<file path="src/rtl/polygon_pkg.sv">
// polygon_pkg: shared definitions for the polygon_area block.
//   - default geometry (COORD_W_DEF, N_POINTS_DEF, ACC_W_DEF)
//   - FSM state encoding (IDLE=0, ACCUM=1, CLOSE=2, DONE=3)
//   - vertex_t: one {x,y} vertex at the default coordinate width
package polygon_pkg;

    localparam int COORD_W_DEF  = 8;
    localparam int N_POINTS_DEF = 6;
    localparam int ACC_W_DEF    = 2 * COORD_W_DEF + 4;

    typedef enum logic [1:0] {
        IDLE  = 2'd0,
        ACCUM = 2'd1,
        CLOSE = 2'd2,
        DONE  = 2'd3
    } state_t;

    typedef struct packed {
        logic [COORD_W_DEF-1:0] x;
        logic [COORD_W_DEF-1:0] y;
    } vertex_t;

endpackage

</file>
<file path="src/rtl/polygon_area_cross_term.sv">
// cross_term: combinational signed 2D determinant T(a,b) = a.x*b.y - b.x*a.y.
// Ports:
//   i_a_x, i_a_y  vertex a, unsigned COORD_W
//   i_b_x, i_b_y  vertex b, unsigned COORD_W
//   o_t           signed ACC_W result
// Operands are zero-extended to ACC_W before multiplying, so each product is
// non-negative and only the final subtraction carries a sign.
module cross_term #(
    parameter int COORD_W = 8,
    parameter int ACC_W   = 2 * COORD_W + 4
) (
    input  logic [COORD_W-1:0]      i_a_x,
    input  logic [COORD_W-1:0]      i_a_y,
    input  logic [COORD_W-1:0]      i_b_x,
    input  logic [COORD_W-1:0]      i_b_y,
    output logic signed [ACC_W-1:0] o_t
);

    logic [ACC_W-1:0] w_ax;
    logic [ACC_W-1:0] w_ay;
    logic [ACC_W-1:0] w_bx;
    logic [ACC_W-1:0] w_by;
    logic [ACC_W-1:0] w_p0;
    logic [ACC_W-1:0] w_p1;

    assign w_ax = ACC_W'(i_a_x);
    assign w_ay = ACC_W'(i_a_y);
    assign w_bx = ACC_W'(i_b_x);
    assign w_by = ACC_W'(i_b_y);
    assign w_p0 = w_ax * w_by;
    assign w_p1 = w_bx * w_ay;
    // Two's-complement difference; bit pattern is identical signed or unsigned.
    assign o_t  = $signed(w_p0 - w_p1);

endmodule

</file>
<file path="src/rtl/polygon_area.sv">
// polygon_area: shoelace-formula area of an ordered polygon vertex stream.
// One vertex is accepted per cycle when in_valid && in_ready; after N_POINTS
// vertices the polygon is closed (last -> first) and |S| is reported as
// area = floor(|S|/2) plus area_half = |S|[0], with a one-cycle out_valid.
// Ports:
//   clk        rising-edge clock
//   reset      asynchronous active-low reset
//   in_valid   vertex present on inX/inY
//   inX, inY   vertex coordinates, unsigned COORD_W
//   in_ready   vertex accepted this cycle if in_valid (IDLE/ACCUM only)
//   area       floor(|S|/2), 2*COORD_W+2 bits
//   area_half  |S| bit 0
//   out_valid  one-cycle result strobe
//   orient     (only with POLYGON_AREA_ORIENT_EN) 1 = clockwise, 0 = CCW/zero
// Handshake: a transfer happens on a rising edge where in_valid and in_ready
// are both high; in_valid while in_ready is low is dropped, never buffered.
// Optional feature macro: POLYGON_AREA_ORIENT_EN.
module polygon_area
    import polygon_pkg::*;
#(
    parameter int N_POINTS = N_POINTS_DEF,
    parameter int COORD_W  = COORD_W_DEF,
    parameter int ACC_W    = 2 * COORD_W + 4
) (
    input  logic                   clk,
    input  logic                   reset,
    input  logic                   in_valid,
    input  logic [COORD_W-1:0]     inX,
    input  logic [COORD_W-1:0]     inY,
    output logic                   in_ready,
    output logic [2*COORD_W+1:0]   area,
    output logic                   area_half,
    output logic                   out_valid
`ifdef POLYGON_AREA_ORIENT_EN
    ,
    output logic                   orient
`endif
);

    localparam int CNT_W  = 4;
    localparam int AREA_W = 2 * COORD_W + 2;

    typedef struct packed {
        logic [COORD_W-1:0] x;
        logic [COORD_W-1:0] y;
    } vtx_t;

    state_t                  r_state;
    logic [CNT_W-1:0]        r_cnt;
    logic signed [ACC_W-1:0] r_acc;
    vtx_t                    r_first;
    vtx_t                    r_prev;
    logic [AREA_W-1:0]       r_area;
    logic                    r_area_half;
    logic                    r_out_valid;
`ifdef POLYGON_AREA_ORIENT_EN
    logic                    r_orient;
`endif

    vtx_t                    w_v;
    vtx_t                    w_b;
    logic                    w_accept;
    logic signed [ACC_W-1:0] w_t;
    logic signed [ACC_W-1:0] w_mag;

    assign w_v = '{x: inX, y: inY};

    // in_ready is gated by reset so it reads 0 while reset is held even
    // though the state register already sits in IDLE.
    assign in_ready = reset & ((r_state == IDLE) | (r_state == ACCUM));
    assign w_accept = in_valid & in_ready;

    // Single determinant unit: second operand is the new vertex while
    // accumulating, and the first vertex when closing the polygon.
    assign w_b = (r_state == CLOSE) ? r_first : w_v;

    cross_term #(
        .COORD_W (COORD_W),
        .ACC_W   (ACC_W)
    ) u_cross_term (
        .i_a_x (r_prev.x),
        .i_a_y (r_prev.y),
        .i_b_x (w_b.x),
        .i_b_y (w_b.y),
        .o_t   (w_t)
    );

    assign w_mag = r_acc[ACC_W-1] ? -r_acc : r_acc;

    always_ff @(posedge clk or negedge reset) begin
        if (!reset) begin
            r_state     <= IDLE;
            r_cnt       <= '0;
            r_acc       <= '0;
            r_first     <= '0;
            r_prev      <= '0;
            r_area      <= '0;
            r_area_half <= 1'b0;
            r_out_valid <= 1'b0;
`ifdef POLYGON_AREA_ORIENT_EN
            r_orient    <= 1'b0;
`endif
        end else begin
            r_out_valid <= 1'b0;
            case (r_state)
                IDLE: begin
                    if (w_accept) begin
                        r_first <= w_v;
                        r_prev  <= w_v;
                        r_acc   <= '0;
                        r_cnt   <= CNT_W'(1);
                        r_state <= ACCUM;
                    end
                end
                ACCUM: begin
                    if (w_accept) begin
                        r_acc  <= r_acc + w_t;
                        r_prev <= w_v;
                        r_cnt  <= r_cnt + CNT_W'(1);
                        // r_cnt counts vertices before this one.
                        if (r_cnt == CNT_W'(N_POINTS - 1)) begin
                            r_state <= CLOSE;
                        end
                    end
                end
                CLOSE: begin
                    r_acc   <= r_acc + w_t;
                    r_state <= DONE;
                end
                DONE: begin
                    r_area      <= AREA_W'(w_mag >>> 1);
                    r_area_half <= w_mag[0];
                    r_out_valid <= 1'b1;
`ifdef POLYGON_AREA_ORIENT_EN
                    r_orient    <= r_acc[ACC_W-1];
`endif
                    r_state     <= IDLE;
                end
                default: r_state <= IDLE;
            endcase
        end
    end

    assign area      = r_area;
    assign area_half = r_area_half;
    assign out_valid = r_out_valid;
`ifdef POLYGON_AREA_ORIENT_EN
    assign orient    = r_orient;
`endif

endmodule

</file>
<file path="config.mk">
export PLATFORM = sky130hd
export DESIGN_NAME = polygon_area
export DESIGN_NICKNAME = d
export VERILOG_FILES = /design/src/rtl/polygon_pkg.sv /design/src/rtl/polygon_area_cross_term.sv /design/src/rtl/polygon_area.sv
export SDC_FILE = /design/constraint.sdc
export NUM_CORES = 1
export LEC_CHECK = 0
export BUFFER_PORTS_ARGS = -buffer_cell sky130_fd_sc_hd__buf_2
export CAP_MARGIN = 30
export CORE_MARGIN = 1
export CORE_UTILIZATION = 45
export CTS_BUF_LIST = sky130_fd_sc_hd__clkbuf_8
export CTS_CLUSTER_DIAMETER = 40
export DETAILED_ROUTE_END_ITERATION = 6
export PLACE_DENSITY_LB_ADDON = 0.25
export SLEW_MARGIN = 25
export SYNTH_ARGS = -nofsm -noshare
export SYNTH_HDL_FRONTEND = slang
export SYNTH_SLANG_ARGS = --single-unit
</file>
<file path="constraint.sdc">
create_clock -name clk -period 8 [get_ports clk]
set_input_delay 1.2 -clock clk [delete_from_list [all_inputs] [get_ports clk]]
set_output_delay 1.2 -clock clk [all_outputs]
set_load 0.01 [all_outputs]
</file>
== After elaboration in Yosys (flattened, before gate mapping) ==
Cells that the tools add are included.

* $add $sub $neg: 4
* Multiply operators: 2
* Div/mod/pow operators: 0
* Magnitude comparators: 0
* Equality and inequality tests: 7
* Shift operators: 0
* Muxes and demuxes: 13
* Bitwise logic cells: 3
* Reduce and logical (&&, ||, !) cells: 9

{| class="wikitable"
|+ Operators by type and width
! operator !! number
|-
| 20-bit one-hot mux with 3 select lines || 1
|-
| 20-bit 2-to-1 mux || 2
|-
| 8-bit by 8-bit multiplier with 16-bit output || 2
|-
| 20-bit adder || 1
|-
| 20-bit subtractor || 1
|-
| 19-bit 2-to-1 mux || 1
|-
| 19-bit negator || 1
|-
| 16-bit 2-to-1 mux || 1
|-
| 3-bit AND reduction || 3
|-
| 4-bit 2-to-1 mux || 2
|-
| 2-bit one-hot mux with 4 select lines || 1
|-
| 4-bit one-hot mux with 2 select lines || 1
|-
| 2-bit 2-to-1 mux || 3
|-
| 4-bit by 1-bit adder with 4-bit output (second input constant) || 1
|-
| 2-bit == test (second input constant) || 2
|-
| 4-bit by 3-bit == test with 1-bit output (second input constant) || 1
|-
| 2-bit != test (second input constant) || 2
|-
| 2-bit AND reduction || 2
|-
| 3-bit nonzero test || 1
|-
| 1-bit bitwise AND || 2
|-
| 2-bit by 1-bit == test with 1-bit output (second input constant) || 1
|-
| 2-bit logical NOT || 1
|-
| 2-bit by 1-bit != test with 1-bit output (second input constant) || 1
|-
| 2-bit nonzero test || 1
|-
| other kinds (3) || 3
|}

* Register bits: 78
* Latch bits: 0
* Memory bits (writable): 0
* ROM bits: 0
* Bits of input ports: 19
* Word-level logic and storage cells: 48
* Memories kept: 0

== Depth between registers and ports, before layout ==
* Word-level depth: 7
* Gate-level depth with buffers: 31

== By module ==
A second synthesis with hierarchy kept.

* Cell total of the unflattened synthesis: 929
* Area, all modules: 9,004.9 sq um

{| class="wikitable"
|+ By module, submodules not included
! module !! times used !! cells an instance !! area each (sq um)
|-
| polygon_area || 1 || 421 || 4,509.3
|-
| cross_term || 1 || 508 || 4,495.6
|}

== Worst setup path after synthesis ==
No wires, ideal clock.

* Path type: reg-to-reg
* Start point: register r_state[0]
* End point: register r_acc[15]
* Arrival time: 7.116 ns
* Setup slack: 0.788 ns
* Cell stages (with the launch flop): 28
* Path buffers: 2
* Cell sequence: dfrtp_1 inv_1 ha_1 clkbuf_1 buf_2 mux2i_1 nor2b_1 fa_1 fa_1 inv_1 fa_1 fa_1 inv_1 ha_1 inv_1 o21bai_1 a21oi_1 o21ai_0 xnor2_1 fa_1 ha_1 nand2_1 nand2_1 a2111oi_0 a21oi_1 a31o_2 xnor2_1 o31ai_1

* Word-level cells in the longest chain between the ends: 7
* Elaborated cells between the ends (all ways): 17
* Those cells by class: 2 x add/sub; 2 x mul; 4 x eq/ne; 3 x mux; 3 x bitwise; 3 x reduce/logical

{| class="wikitable"
|+ Ends and longest elaborated chain
! item !! line !! text
|-
| from (decl) || polygon_area.sv:48 || <nowiki>state_t r_state;</nowiki>
|-
| from (signal assigned) || polygon_area.sv:92 || <nowiki>r_state <= IDLE;</nowiki>
|-
| from (signal assigned) || polygon_area.sv:112 || <nowiki>r_state <= ACCUM;</nowiki>
|-
| from (signal assigned) || polygon_area.sv:122 || <nowiki>r_state <= CLOSE;</nowiki>
|-
| 2-bit == test || polygon_area.sv:75, polygon_area.sv:105 ||
|-
| 16-bit 2-to-1 mux || polygon_area.sv:75 || <nowiki>assign w_b = (r_state == CLOSE) ? r_first : w_v;</nowiki>
|-
| 8-bit by 8-bit multiplier with 16-bit output, on equally long branches || polygon_area_cross_term.sv:30, polygon_area_cross_term.sv:31 ||
|-
| 20-bit subtractor || polygon_area_cross_term.sv:33 || <nowiki>assign o_t = $signed(w_p0 - w_p1);</nowiki>
|-
| 20-bit adder || polygon_area.sv:117, polygon_area.sv:127 ||
|-
| 20-bit 2-to-1 mux || polygon_area.sv:116 || <nowiki>if (w_accept) begin</nowiki>
|-
| 20-bit one-hot mux with 3 select lines || polygon_area.sv:105 || <nowiki>case (r_state)</nowiki>
|-
| to (signal assigned) || polygon_area.sv:117 || <nowiki>r_acc <= r_acc + w_t;</nowiki>
|-
| to (signal assigned) || polygon_area.sv:127 || <nowiki>r_acc <= r_acc + w_t;</nowiki>
|-
| to (decl) || polygon_area.sv:50 || <nowiki>logic signed [ACC_W-1:0] r_acc;</nowiki>
|}

Several ways; a longest one is shown, not always the timed one. The select of a mux whose other input is x is not followed.
A chain may end at the register's enable or synchronous reset.

== Worst setup path in the final report ==
* Start point: register r_state[0]
* End point: register r_acc[19]

The elaborated chain is that of the path after synthesis.

==> results.yml <==
status:
  status: "completed"
synth:
  synth_top_family_by_area: "adder cells"
  synthMuxAreaShare: 0.07383
  ys_types: 57
  synth_fa_ha_area_frac: 0.3305
  async_reset_ff_frac: 1.000
  synthesis.nets: 1151
  syn_avg_cell_area_sq_um: 9.658
  synth_seq_cells: 78
  synth-xor-area-share: 0.04227
  synth_compound_area_frac: 0.1080
  yosysSeqAreaShare: 0.2141
  synthSimpleGateAreaFrac: 0.1729
  ys.flop_type: "dfrtp_1"
  synth_edf_count: 0
  syn_inst: 944
  netlist_area_sq_um: 9117
  ys.warnings.count: 0
critical_path:
  critPathMaxFanout: 17
  slowest_delay_ns: 0.71
  endpoint_kind: "register"
  slowest_stage: "mux2i_1"
  crit_buf_inv: 4
  crit_arrival_ns: 7.73
  worst-endpoint-required_ns: 8.26
  critical_path.top_delay_family: "adder cells"
  timing_worst_setup_path_type: "reg2reg"
  crit_top_cell: "fa_1"
  cp-start-kind: "register"
cts:
  cts_hold_buf: 0
  ctsHtreeMaxLevel: 3
  cts_sinks: 78
  cts_buffers: 9
  clockBufferDepth: 2
  cts_tree: "built"
  cts_setup_buffers: 0
  cts_resized: 0
  insertion_delay_ns: 0.38
  cts-root-buf: "clkbuf_8"
  path_clk_slew_ns: 0.09
timing:
  clock-skew-final_ns: 0.008636
  hold_viol_final: 0
  holdWs_ns: 0.5000
  min_period_ns: 7.469
  setup_viol: 0
  clock.fmax_mhz: 133.9
  fin_crit_sh: 0.9336
  final_max_slew_viol_count: 0
  setup_tns_ns: 0
  worst_pin_slew_ns: 0.8553
  max_slew_margin: 0.4282
  rsz0062_at_grt: "false"
floorplan:
  die_width_microns: 144.3
  die_y_microns: 144.3
  core_area_sq_um: 19650
  rows: 51
  io_pins: 40
  start_util: 0.4639
  die_area_sq_um: 20830
global_route:
  grtUsageMet2: 0.3365
  track_usage: 0.2060
  antenna_found_initial: 0
  grt_max_degree: 43
  met3_usage: 0.02384
  overflow: 0
  grt_pass1_wl_microns: 32960
  top_usage_layer: "met2"
  grt_pass1_vias: 6534
  met1_usage: 0.2862
run:
  max-cap-violations: 0
final_layout:
  final-seq-area_sq_um: 1952
  drive_above_1_share: 0.1232
  nFillCells: 1890
  final_nets: 1200
  area_growth_pct: 8.865
  diodes: 0
  multi_input_area_sq_um: 6636
  final_cell_count_no_fill: 1263
placement:
  dpl.cell_count: 1247
  routabilityCongestion: 0.8318
  hpwl_microns: 16070
  place.port_buffers: 39
routing:
  drc: 0
  first_iter_violations: 343
  first_pass_iters: 7
  wl_per_cell_microns: 15.81
  drt_wl_total_microns: 19970
  vias_per_cell: 5.283
  vias: 6672
  ant_nets: 0
min_path:
  hp-class: "reg2reg"
layer usage:
metal / vias up / wire length (microns)
met5: - / 0
met4: 0 / 368
met3: 24 / 408
met2: 56 / 9653
met1: 3308 / 9538
li1: 3284 / -
area by class of cell:
| class | instances | share of cell area |
|---|---|---|
| multi-input cells | 725 | 0.6686 |
| clock buffers | 9 | 0.01248 |
| well taps | 265 | 0.03340 |
| inverters | 122 | 0.04614 |
| clock inverters | 7 | 0.009202 |
| repair buffers | 57 | 0.03353 |
| flip-flops and latches | 78 | 0.1966 |
synth_stat cells, drive strengths merged (2+ instances only):
cell	count	area, sq um
nor2b	105	656.9
or4	2	15.01
a21oi	44	227.7
mux2i	20	200.2
o21bai	8	60.06
nand2	51	193.9
fa	88	1762
o21a	6	45.04
inv	122	457.9
a21o	15	112.6
nand4	10	62.56
dfrtp	78	1952
o311ai	2	17.52
and2	6	37.54
ha	100	1251
nor2	27	101.4
o311a	2	20.02
a2111oi	5	43.79
nand3	14	70.07
o31a	2	17.52
a311oi	2	17.52
nor3b	2	15.01
nor4b	4	35.03
nand2b	21	131.4
nor4	7	58.81
nand4b	3	26.28
clkbuf	13	48.80
nor3	18	90.09
xor2	23	201.4
xnor2	21	183.9
o41ai	2	17.52
mux2	42	473.0
o31ai	10	80.07
a211oi	4	30.03
buf	6	26.27
o21ai	36	180.2
and3	5	31.28
o211ai	5	37.54
final timing paths:
check                      slack, ns        end  startpoint  depth (start not counted)
setup / recovery                0.53  r_acc[19]  r_state[0]                         26
hold / removal                  0.50   r_cnt[3]    r_cnt[3]                          1
setup reg to reg                0.53  r_acc[19]  r_state[0]                         26
hold reg to reg                 0.50   r_cnt[3]    r_cnt[3]                          1
max in group asynchronous       6.27    area[9]       reset                          2
min in group asynchronous       0.79   r_cnt[3]       reset                          1
per-stage QoR:
| stage | area, sq um | setup slack [ns] | util |
|---|---|---|---|
| floorplan | 9117 | 0.7882 | - |
| global placement | 9711 | 0.4784 | 0.4941 |
| detailed placement | 9711 | 0.3890 | 0.4941 |
| CTS | 9926 | 0.5181 | 0.5050 |
| global route | 9926 | 0.07684 | 0.5050 |
| finish | 9926 | 0.5312 | 0.5050 |
logic make-up (layout without fill, tap and decap cells):
family                   count (synthesis)  in the layout
buffers and inverters                  141            195
XOR/XNOR                                44             44
AND/OR/NAND/NOR                        281            281
adder cells (fa/ha/maj)                188            188
multiplexers                            62             62
AO/OA/AOI/OAI                          150            150
flip-flops                              78             78
flip-flops by register name, summed over array words and instances (netlist names):
register and flops:
area_half 1, out_valid 1, r_prev 16, r_cnt 4
r_state 2, area 18, r_acc 20, r_first 16
layout by cell type (no fill, tap or decap), drive strengths merged, types with 5 or more instances in the layout:
cell,n
inv,124
nor2b,105
ha,100
fa,88
dfrtp,78
buf,57
nand2,51
a21oi,44
mux2,42
o21ai,36
nor2,27
xor2,23
nand2b,21
xnor2,21
mux2i,20
nor3,18
a21o,15
nand3,14
nand4,10
o31ai,10
clkbuf,9
o21bai,8
nor4,7
and2,6
o21a,6
and3,5
a2111oi,5
o211ai,5
Power is not shown: default switching activity piles up to over one toggle a cycle in this logic, so the estimate is an artifact.
